[src/rtl/icache_arb_pkg.sv]
// Shared types and helpers for the instruction-cache refill arbiter.
package icache_arb_pkg;

  localparam int unsigned MaxReqBits            = 32'd64;
  localparam int          DefNumCaches          = 4;
  localparam int          DefCachelineAddrWidth = 31;
  localparam int          DefCachelineIdxBits   = 1;
  localparam int          DefEncInstWidth       = 32;

  function automatic int calc_id_width(input int num);
    if (num > 1) begin
      return $clog2(num);
    end else begin
      return 1;
    end
  endfunction

  localparam int DefIdWidth = calc_id_width(DefNumCaches);

  typedef logic [DefCachelineAddrWidth-1:0]                           cache_addr_t;
  typedef logic [(1 << DefCachelineIdxBits)-1:0][DefEncInstWidth-1:0] cache_data_t;
  typedef logic [DefIdWidth-1:0]                                      cache_id_t;

  // First set bit of req at or above ptr, wrapping modulo num (ptr < num <= MaxReqBits).
  function automatic int unsigned rr_first(input logic [MaxReqBits-1:0] req,
                                           input int unsigned ptr,
                                           input int unsigned num);
    int unsigned idx;
    logic        found;
    int unsigned result;
    found  = 1'b0;
    result = 32'd0;
    for (int unsigned k = 32'd0; k < MaxReqBits; k++) begin
      idx = ptr + k;
      if (idx >= num) begin
        idx = idx - num;
      end else begin
        idx = idx;
      end
      if ((k < num) && !found && req[idx[5:0]]) begin
        found  = 1'b1;
        result = idx;
      end else begin
        found = found;
      end
    end
    return result;
  endfunction

endpackage

[src/rtl/icache_arb_checker.sv]
// Protocol checks for the refill arbiter; no synthesizable logic.
module icache_arb_checker #(
  parameter int NumCaches = 4
) (
  input logic                 clk_i,
  input logic                 rst_i,
  input logic                 mem_valid_i,
  input logic                 fifo_empty_i,
  input logic [NumCaches-1:0] ic_valid_i
);

  spurious_rsp_a: assert property (@(posedge clk_i) disable iff (rst_i)
                                   !(mem_valid_i && fifo_empty_i))
    else $warning("icache_mem_arbiter: memory response with no request outstanding");

  onehot_valid_a: assert property (@(posedge clk_i) disable iff (rst_i)
                                   $onehot0(ic_valid_i))
    else $error("icache_mem_arbiter: more than one response valid");

endmodule

[src/rtl/icache_arb_owner_fifo.sv]
// In-order owner FIFO with synchronous active-high reset; any depth >= 1.
module icache_arb_owner_fifo
  import icache_arb_pkg::*;
#(
  parameter int Depth = 4,
  parameter int Width = 2
) (
  input  logic                         clk_i,
  input  logic                         rst_i,
  input  logic                         push_i,
  input  logic [Width-1:0]             data_i,
  input  logic                         pop_i,
  output logic [Width-1:0]             head_o,
  output logic                         full_o,
  output logic                         empty_o,
  output logic [$clog2(Depth+1)-1:0]   fill_o
);

  localparam int PtrWidth  = (Depth > 1) ? $clog2(Depth) : 1;
  localparam int FillWidth = $clog2(Depth + 1);

  logic [Width-1:0]     mem_q [Depth];
  logic [PtrWidth-1:0]  wr_q, wr_d, rd_q, rd_d;
  logic [FillWidth-1:0] fill_q, fill_d;
  logic                 push_s, pop_s;

  function automatic logic [PtrWidth-1:0] ptr_inc(input logic [PtrWidth-1:0] p);
    if (p == PtrWidth'(Depth - 1)) begin
      return '0;
    end else begin
      return p + PtrWidth'(1);
    end
  endfunction

  assign push_s  = push_i & ~full_o;
  assign pop_s   = pop_i & ~empty_o;
  assign full_o  = (fill_q == FillWidth'(Depth));
  assign empty_o = (fill_q == '0);
  assign head_o  = mem_q[rd_q];
  assign fill_o  = fill_q;

  // Pointer and fill-level next state; push and pop together keep the level.
  always_comb begin
    wr_d = push_s ? ptr_inc(wr_q) : wr_q;
    rd_d = pop_s ? ptr_inc(rd_q) : rd_q;
    case ({push_s, pop_s})
      2'b10:   fill_d = fill_q + FillWidth'(1);
      2'b01:   fill_d = fill_q - FillWidth'(1);
      default: fill_d = fill_q;
    endcase
  end

  always_ff @(posedge clk_i) begin
    if (rst_i) begin
      wr_q   <= '0;
      rd_q   <= '0;
      fill_q <= '0;
      for (int i = 0; i < Depth; i++) begin
        mem_q[i] <= '0;
      end
    end else begin
      wr_q   <= wr_d;
      rd_q   <= rd_d;
      fill_q <= fill_d;
      if (push_s) begin
        mem_q[wr_q] <= data_i;
      end
    end
  end

endmodule

[src/rtl/icache_mem_arbiter.sv]
// Round-robin arbiter sharing one instruction-memory refill port between
// several instruction caches, routing in-order responses back to their owner.
module icache_mem_arbiter
  import icache_arb_pkg::*;
#(
  parameter int NumCaches          = 4,
  parameter int CachelineAddrWidth = 31,
  parameter int CachelineIdxBits   = 1,
  parameter int EncInstWidth       = 32,
  parameter int MaxOutstanding     = 4
) (
  input  logic                                                  clk_i,
  input  logic                                                  rst_i,
  input  logic [NumCaches-1:0]                                  ic_req_i,
  input  logic [NumCaches-1:0][CachelineAddrWidth-1:0]          ic_addr_i,
  output logic [NumCaches-1:0]                                  ic_ready_o,
  output logic [NumCaches-1:0]                                  ic_valid_o,
  output logic [(1 << CachelineIdxBits)-1:0][EncInstWidth-1:0]  ic_data_o,
  output logic                                                  mem_req_o,
  output logic [CachelineAddrWidth-1:0]                         mem_addr_o,
  input  logic                                                  mem_ready_i,
  input  logic                                                  mem_valid_i,
  input  logic [(1 << CachelineIdxBits)-1:0][EncInstWidth-1:0]  mem_data_i,
  output logic [$clog2(MaxOutstanding+1)-1:0]                   outstanding_o,
  output logic                                                  err_rsp_o
);

  localparam int IdWidth = calc_id_width(NumCaches);

  logic [IdWidth-1:0]    rr_q, rr_d, winner_s, head_s;
  logic [MaxReqBits-1:0] req_ext_s;
  logic                  any_req_s, fifo_full_s, fifo_empty_s, handshake_s, pop_s;

  assign req_ext_s = MaxReqBits'(ic_req_i);
  assign any_req_s = |ic_req_i;
  assign winner_s  = IdWidth'(rr_first(req_ext_s, 32'(rr_q), 32'(NumCaches)));

  // Full blocks issue even when a pop lands in the same cycle, so mem_valid_i
  // never reaches mem_req_o combinationally.
  assign mem_req_o   = ~rst_i & any_req_s & ~fifo_full_s;
  assign handshake_s = mem_req_o & mem_ready_i;
  assign pop_s       = ~rst_i & mem_valid_i & ~fifo_empty_s;
  assign err_rsp_o   = ~rst_i & mem_valid_i & fifo_empty_s;

  always_comb begin
    ic_ready_o = '0;
    if (mem_req_o) begin
      mem_addr_o = ic_addr_i[winner_s];
    end else begin
      mem_addr_o = '0;
    end
    if (handshake_s) begin
      ic_ready_o[winner_s] = 1'b1;
    end else begin
      ic_ready_o = '0;
    end
  end

  always_comb begin
    ic_valid_o = '0;
    if (pop_s) begin
      ic_valid_o[head_s] = 1'b1;
      ic_data_o          = mem_data_i;
    end else begin
      ic_data_o = '0;
    end
  end

  // Pointer only moves on an accepted issue, so a stalled grant stays put.
  always_comb begin
    if (handshake_s) begin
      if (winner_s == IdWidth'(NumCaches - 1)) begin
        rr_d = '0;
      end else begin
        rr_d = winner_s + IdWidth'(1);
      end
    end else begin
      rr_d = rr_q;
    end
  end

  always_ff @(posedge clk_i) begin
    if (rst_i) begin
      rr_q <= '0;
    end else begin
      rr_q <= rr_d;
    end
  end

  icache_arb_owner_fifo #(
    .Depth (MaxOutstanding),
    .Width (IdWidth)
  ) u_owner_fifo (
    .clk_i   (clk_i),
    .rst_i   (rst_i),
    .push_i  (handshake_s),
    .data_i  (winner_s),
    .pop_i   (pop_s),
    .head_o  (head_s),
    .full_o  (fifo_full_s),
    .empty_o (fifo_empty_s),
    .fill_o  (outstanding_o)
  );

  icache_arb_checker #(
    .NumCaches (NumCaches)
  ) u_checker (
    .clk_i        (clk_i),
    .rst_i        (rst_i),
    .mem_valid_i  (mem_valid_i),
    .fifo_empty_i (fifo_empty_s),
    .ic_valid_i   (ic_valid_o)
  );

endmodule

[config.mk]
export PLATFORM = sky130hd
export DESIGN_NAME = icache_mem_arbiter
export DESIGN_NICKNAME = d
export VERILOG_FILES = /design/src/rtl/icache_arb_pkg.sv /design/src/rtl/icache_arb_checker.sv /design/src/rtl/icache_arb_owner_fifo.sv /design/src/rtl/icache_mem_arbiter.sv
export SDC_FILE = /design/constraint.sdc
export NUM_CORES = 1
export LEC_CHECK = 0
export CAP_MARGIN = 10
export CORE_AREA = 3 3 116 118
export DETAILED_ROUTE_END_ITERATION = 7
export DIE_AREA = 0 0 119 121
export PLACE_DENSITY = 0.88
export RECOVER_POWER = 50
export SYNTH_ARGS = -nofsm -noshare
export SYNTH_HDL_FRONTEND = slang
export SYNTH_SLANG_ARGS = --single-unit
[constraint.sdc]
create_clock -name clk_i -period 4 [get_ports clk_i]
set_clock_uncertainty 0.1 [all_clocks]
set_input_delay 0.6 -clock clk_i [delete_from_list [all_inputs] [get_ports clk_i]]
set_output_delay 0.6 -clock clk_i [all_outputs]
set_load 0.005 [all_outputs]
==> results.toml, run 1 <==
[clocking]
clk_latency_ns = 0.25
clock_path_buffers = 2
cts_hold_buf = 0
cts.htree.levels = 1
cts.sinks = 19
cts_tree = "done"
cts_made_buffers = 3
path_clk_slew_ns = 0.05
cts_root_buf = "clkbuf_16"

[layout]
layout.cells.most_common = "clkdlybuf4s50_1"
drive_above_1_share = 0.0833
finalNonFillerCells = 1015
fin_nets = 1049
area_growth_pct = 87.1
post-route-util = 0.633
most-common-layout-cells = "clkdlybuf4s50_1, and2_1, nor2b_1"

[synthesis]
synth_area_um2 = 4250
synth_top_area_frac = 0.146
synthesis.nets = 755
ys_types = 45
ys_seq_area_frac = 0.108
yosysWarnings = 0
synth_edf_count = 8
synth_seq_cells = 19
synth_area_per_cell_um2 = 7.78
synth_cells = 547
synth.area.top_cells = "a221o_1, o2bb2ai_1, a22oi_1"
synth_flop_cell = "dfxtp_1"
synthArstFlopShare = 0
synth.largest_area_cell = "a221o_1"

[global_routing]
grtUsageTotal = 0.259
overflow = 0
grt_pass1_wl_um = 30300
grt_max_degree = 73
antenna_found_initial = 3
first_global_vias = 5470

[timing]
slew_headroom = 0.636
worstMarginPinSlew_ns = 0.546
min_period_ns = 3.89
finalSetupViolCount = 0
period_share = 0.971
worst_slack_ns = 0.115
timing_hold_violations_final = 0
setup_tns_ns = 0
clock.fmax_ghz = 0.257
slew_violations = 0

[route]
drtIter0Drc = 553
final_antenna_net_count = 0
wl_per_cell_um = 20.3
firstDrtPassIters = 5
wl_um = 20600
drcViolationCount = 0
viasPerCell = 5.82
via_count = 5908

[floorplan]
core_um2 = 12600
die-area_um2 = 14400
ios = 304
std_cell_rows = 41
die_x_um = 119
initial_core_util = 0.338
die_h_um = 121

[worst_setup_path]
arrival_ns = 3.19
critPathRequiredTime_ns = 3.30
path_class = "reg2out"
cp-end-kind = "output port"
critPathLaunchType = "flip-flop"
crit_fanout = 14

[place]
io_buffers = 303
gp_congestion = 0.887
hpwl_um = 15600
dp_slack_ns = -0.0322
dp.cells = 1002

[worst_hold_path]
hp-class = "reg2reg"

[power]
irDropWorstVdd_uv = 163
total_power_mw = 1.77
p_seq_frac = 0.131
leakage_nw = 2.93
clkPwrFrac = 0.115
p_switching_mw = 0.656
p_sw_frac = 0.371
combPwrFrac = 0.754
p_int_mw = 1.11
powerDensity_nw_per_um2 = 222

[run]
cap_violations = 0

[run_status]
status = "finished clean"
-- timing repair --
action                     4_1_cts  5_1_grt
gates cloned                     1        3
setup buffers                    1        1
pin swaps                        0        1
setup endpoints to repair        6       35
resized for setup                4       12
-- power groups by stage --
stage,registers (mW),logic [mW],clock network [mW]
3_3_place_gp,0.233,1.29,0
6_report,0.231,1.33,0.204
2_1_floorplan,0.233,0.637,0
4_1_cts,0.231,1.32,0.207
5_1_grt,0.233,1.43,0.215
3_5_place_dp,0.235,1.31,0
-- worst max-delay path: stages, from the launching register on --
cell,delay (ns)
dfxtp_2,0.33
buf_4,0.17
ha_1,0.21
nor2b_1,0.15
or3_4,0.38
buf_4,0.17
a21oi_4,0.16
buf_12,0.17
buf_4,0.18
o2bb2ai_1,0.07
a221o_1,0.26
a22o_1,0.23
clkdlybuf4s50_1,0.44
-- logic make-up (layout without fill, tap and decap cells) --
| kind of cell | Yosys count | after routing | share of synthesized area |
|---|---|---|---|
| xor+xnor | 2 | 2 | 0.00412 |
| simple gates | 192 | 192 | 0.261 |
| compound gates | 238 | 238 | 0.484 |
| fa+ha+maj | 12 | 12 | 0.0371 |
| other cells | 0 | 3 | 0 |
| buf+inv | 75 | 368 | 0.0779 |
| flops | 19 | 19 | 0.108 |
| mux | 9 | 9 | 0.0276 |
-- layout make-up --
cell class | instances | area, um2
Fill cell | 1062 | 4610
Clock buffer | 4 | 78.8
Multi-Input combinational cell | 453 | 3510
Timing Repair Buffer | 354 | 3650
Tap cell | 172 | 215
Sequential cell | 19 | 462
Antenna cell | 3 | 7.51
Inverter | 10 | 37.5
-- Yosys cell counts, types with 4 or more instances --
cell	count
a22oi_1	62
a221o_1	62
edfxtp_1	8
dfxtp_1	11
inv_1	8
buf_2	12
mux2i_1	5
o21ai_0	4
o2bb2ai_1	62
clkbuf_1	45
nor2b_1	66
nor2_1	21
and2_1	65
a22o_1	33
ha_1	11
buf_6	4
and3_1	7
nand2_1	16
a21oi_1	7
nor3_1	4
-- worst paths after layout --
check                       startpoint             end  slack (ns)  cells after the start
hold / removal    u_owner_fifo.rd_q[1]       flip-flop        0.41                      2
setup reg to reg               rr_q[0]         rr_q[1]        1.30                     12
hold reg to reg   u_owner_fifo.rd_q[1]       flip-flop        0.41                      2
setup / recovery               rr_q[0]  mem_addr_o[26]        0.11                     12
-- metrics by stage --
stage	hold slack (ns)	cell area, um2
floorplan	0.363	4250
global placement	0.387	7730
detailed placement	0.397	7730
CTS	0.405	7850
global route	0.455	7960
finish	0.411	7960
-- layer usage --
metal,GRT usage,vias to the layer above,wire [um]
li1,-,2758,-
met2,0.475,318,10800
met3,0.0434,43,1610
met4,0.106,0,703
met1,0.298,2789,7440
met5,0,-,0
Power figures use the tool's default switching activity.
==> run 2: changes to the inputs <==
- CORE_AREA: 3 3 116 118 -> 3 3 118 120
- CTS_BUF_LIST: default -> sky130_fd_sc_hd__clkbuf_2 sky130_fd_sc_hd__clkbuf_4 sky130_fd_sc_hd__clkbuf_8
- DIE_AREA: 0 0 119 121 -> 0 0 121 123
- PLACE_DENSITY: 0.88 -> 0.86
==> results.toml, run 2 (synthesis results as in run 1) <==
[global_routing]
first_global_vias = 5490
overflow = 0
grtUsageTotal = 0.245
grt_pass1_wl_um = 29400
antenna_found_initial = 5
grt_max_degree = 63

[timing]
period_share = 0.979
worstMarginPinSlew_ns = 0.816
slew_headroom = 0.452
slew_violations = 0
clock.fmax_ghz = 0.255
timing_hold_violations_final = 0
worst_slack_ns = 0.0821
finalSetupViolCount = 0
min_period_ns = 3.92

[worst_setup_path]
critPathLaunchType = "flip-flop"
cp-end-kind = "output port"
critPathRequiredTime_ns = 3.30
ff2ff_path_depth = 10
path_class = "reg2out"
arrival_ns = 3.22
crit_fanout = 16

[route]
drcViolationCount = 0
firstDrtPassIters = 5
drtIter0Drc = 487
viasPerCell = 5.74
wl_per_cell_um = 20.4
wl_um = 20900
final_antenna_net_count = 0
via_count = 5886

[run]
cap_violations = 0

[power]
p_sw_frac = 0.382
irDropWorstVdd_uv = 110
p_seq_frac = 0.132
combPwrFrac = 0.788
p_switching_mw = 0.666
p_int_mw = 1.08
powerDensity_nw_per_um2 = 217
leakage_nw = 3.19
clkPwrFrac = 0.080

[worst_hold_path]
hold_path_depth = 2
hp-class = "reg2reg"

[clocking]
cts_hold_buf = 0
clk_latency_ns = 0.25
cts_tree = "done"
cts.htree.levels = 1
clock_path_buffers = 2
cts_root_buf = "clkbuf_8"
cts_made_buffers = 3
cts.sinks = 19
path_clk_slew_ns = 0.07

[layout]
drive_above_1_share = 0.0911
nFillCells = 1117
area_growth_pct = 89.1
fin_nets = 1054
post-route-util = 0.615
layout.cells.most_common = "clkdlybuf4s50_1"
most-common-layout-cells = "clkdlybuf4s50_1, nor2b_1, and2_1"

[run_status]
status = "finished clean"

[floorplan]
die_x_um = 121
core_um2 = 13100
initial_core_util = 0.325
die_h_um = 123
die-area_um2 = 14900
std_cell_rows = 42
ios = 304

[place]
hpwl_um = 15800
dp_slack_ns = 0.0300
io_buffers = 303
gp_congestion = 0.839
[run 2: cell types whose count changed in the layout (fill, tap and decap cells not counted), sizes merged]
cell and change:
clkdlybuf4s50 -15, diode +2, clkbuf -1, dlygate4sd2 -1, buf +6, dlymetal6s2s +16
[run 2: path summary, 6_finish.rpt]
check | slack, ns | from | endpoint
hold / removal | 0.43 | u_owner_fifo.wr_q[1] | u_owner_fifo.wr_q[1]
hold reg to reg | 0.43 | u_owner_fifo.wr_q[1] | u_owner_fifo.wr_q[1]
setup reg to reg | 1.24 | u_owner_fifo.fill_o[0] | u_owner_fifo.fill_o[2]
setup / recovery | 0.08 | rr_q[0] | mem_addr_o[2]
[run 2: worst max-delay path, cell delays in order, from the launching register on]
cell and delay, ns:
dfxtp_2 0.34, buf_4 0.17, ha_1 0.21, nor2b_1 0.15
or3_4 0.33, buf_4 0.17, a21oi_4 0.28, buf_12 0.15
clkbuf_16 0.17, o2bb2ai_1 0.06, a221o_1 0.26, a22o_1 0.23
clkdlybuf4s50_1 0.45
[run 2: per-stage QoR]
| stage | hold slack (ns) | total power [mW] | setup TNS (ns) | cells | area [um2] |
|---|---|---|---|---|---|
| CTS | 0.430 | 1.68 | 0 | 1012 | 7820 |
| global route | 0.464 | 1.85 | -0.0205 | 1026 | 8050 |
| global placement | 0.401 | 1.53 | 0 | 1008 | 7770 |
| finish | 0.434 | 1.74 | 0 | 1026 | 8050 |
| detailed placement | 0.409 | 1.54 | 0 | 1008 | 7770 |
| floorplan | 0.363 | 0.870 | 0 | 547 | 4250 |
[run 2: cell type report]
class / instances / area (um2) / area share
timing repair buffer: 359 / 3750 / 0.466
multi-input combinational: 453 / 3520 / 0.437
sequential: 19 / 462 / 0.0574
tap: 176 / 220 / 0.0274
clock buffer: 4 / 48.8 / 0.00607
inverter: 10 / 37.5 / 0.00467
antenna: 5 / 12.5 / 0.00156
[run 2: power by group through the flow]
stage / Clock (mW) / Combinational, mW / Sequential, mW
global placement: 0 / 1.30 / 0.234
CTS: 0.138 / 1.31 / 0.230
global route: 0.147 / 1.47 / 0.232
finish: 0.139 / 1.37 / 0.230
detailed placement: 0 / 1.31 / 0.235
floorplan: 0 / 0.637 / 0.233
[run 2: layer usage]
layer	up-vias	wire length [um]	track usage
met5	-	0	0
met4	0	679	0.119
met2	309	11100	0.463
met1	2772	7610	0.263
li1	2771	-	-
met3	34	1530	0.0439
[run 2: what timing repair did]
item | CTS | global route
buffers inserted | 0 | 5
hold endpoints to repair | 0 | 0
setup endpoints to repair | 0 | 34
resized for setup | 0 | 29
==> run 3: changes to the inputs <==
- RECOVER_POWER: 50 -> default
==> results.toml, run 3 (synthesis results as in run 1) <==
[run_status]
status = "finished clean"

[layout]
nFillCells = 1111
fin_nets = 1054
seq_area_um2 = 462
finalNonFillerCells = 1026
drive_above_1_share = 0.0947
most-common-layout-cells = "clkdlybuf4s50_1, and2_1, nor2b_1"
layout.cells.most_common = "clkdlybuf4s50_1"
multi_input_area_um2 = 3520
design_area_um2 = 8060
area_growth_pct = 89.4

[worst_setup_path]
critPathBufInv = 5
crit_fanout = 16
path_class = "reg2out"
cpMostUsedCell = "buf_4"
crit_path_cell_trace = "buf_4, ha_1, nor2b_1, or3_4, buf_4, a21oi_4, buf_12, clkbuf_16, o2bb2ai_1, a221o_1, a22o_1, clkdlybuf4s50_1"
max_stage_delay_ns = 0.45
cp-end-kind = "output port"
crit_family = "buffers and inverters"
critPathLaunchType = "flip-flop"
critPathRequiredTime_ns = 3.30
arrival_ns = 3.22
slowest_stage = "clkdlybuf4s50_1"

[power]
powerDensity_nw_per_um2 = 217
irDropWorstVdd_uv = 110
leakage_nw = 3.19

[global_routing]
grt_max_degree = 63
grtUsageTotal = 0.245
antenna_found_initial = 5
overflow = 0
first_global_vias = 5490
grt_pass1_wl_um = 29400

[route]
via_count = 5895
final_antenna_net_count = 0
drcViolationCount = 0
firstDrtPassIters = 7
wl_per_cell_um = 20.4
drtIter0Drc = 484
viasPerCell = 5.75
wl_um = 21000

[floorplan]
ios = 304
die-area_um2 = 14900
die_x_um = 121
die_h_um = 123
initial_core_util = 0.325
std_cell_rows = 42
core_um2 = 13100

[clocking]
cts_made_buffers = 3
cts_root_buf = "clkbuf_8"
cts_tree = "done"
clock_path_buffers = 2
cts.sinks = 19
path_clk_slew_ns = 0.07
clk_latency_ns = 0.25
cts_hold_buf = 0
cts.htree.levels = 1

[timing]
period_share = 0.979
finalSetupViolCount = 0
min_period_ns = 3.92
slew_violations = 0
timing_hold_violations_final = 0
clock.fmax_ghz = 0.255
slew_headroom = 0.555
worstMarginPinSlew_ns = 0.668

[place]
dp.cells = 1008
io_buffers = 303
placed_cell_area_um2 = 7770
hpwl_um = 15800
gp_congestion = 0.839

[run]
cap_violations = 0

[worst_hold_path]
hp-class = "reg2reg"
## run 3: area by class of cell
class	instances	area share
sequential	19	0.0573
inverter	10	0.00466
multi-input combinational	453	0.437
antenna	5	0.00155
tap	176	0.0273
timing repair buffer	359	0.466
clock buffer	4	0.00605
## run 3: where the power goes
part / switching (mW) / internal, mW / leakage, nW
clock: 0.0616 / 0.0775 / 0.0262
sequential: 0.0123 / 0.218 / 0.173
combinational: 0.595 / 0.785 / 2.99
total: 0.669 / 1.08 / 3.19
## run 3: final timing paths
kind	start	end	slack [ns]	depth (start not counted)
worst max-delay path	rr_q[0]	mem_addr_o[2]	0.08	12
worst min-delay path	u_owner_fifo.wr_q[1]	u_owner_fifo.wr_q[1]	0.44	2
worst min register to register	u_owner_fifo.wr_q[1]	u_owner_fifo.wr_q[1]	0.44	2
worst max register to register	rr_q[0]	rr_q[1]	1.28	12
## run 3: layer usage
layer	routed length, um	part of all wire	track usage
met5	0	0	0
met4	677	0.032	0.119
met3	1550	0.074	0.0439
met2	11100	0.53	0.463
met1	7590	0.36	0.263
## run 3: tightest hold or removal path: stages, from the launching register on
cell and delay (ns):
dfxtp_1 0.36, nand2_1 0.07, a21oi_1 0.05
## run 3: per-stage QoR
| step | power, mW | util | setup TNS, ns | setup WS (ns) | hold slack (ns) |
|---|---|---|---|---|---|
| global placement | 1.53 | 0.594 | 0 | 0.0380 | 0.401 |
| finish | 1.75 | 0.616 | 0 | 0.0833 | 0.437 |
| detailed placement | 1.54 | 0.594 | 0 | 0.0300 | 0.409 |
| global route | 1.86 | 0.616 | -0.0205 | -0.00522 | 0.463 |
| CTS | 1.68 | 0.597 | 0 | 0.00791 | 0.430 |
| floorplan | 0.870 | - | 0 | 0.247 | 0.363 |
## run 3: what timing repair did
item,in CTS,in global routing
gates resized for setup,0,29
setup buffers,0,5
setup endpoints to repair,0,34
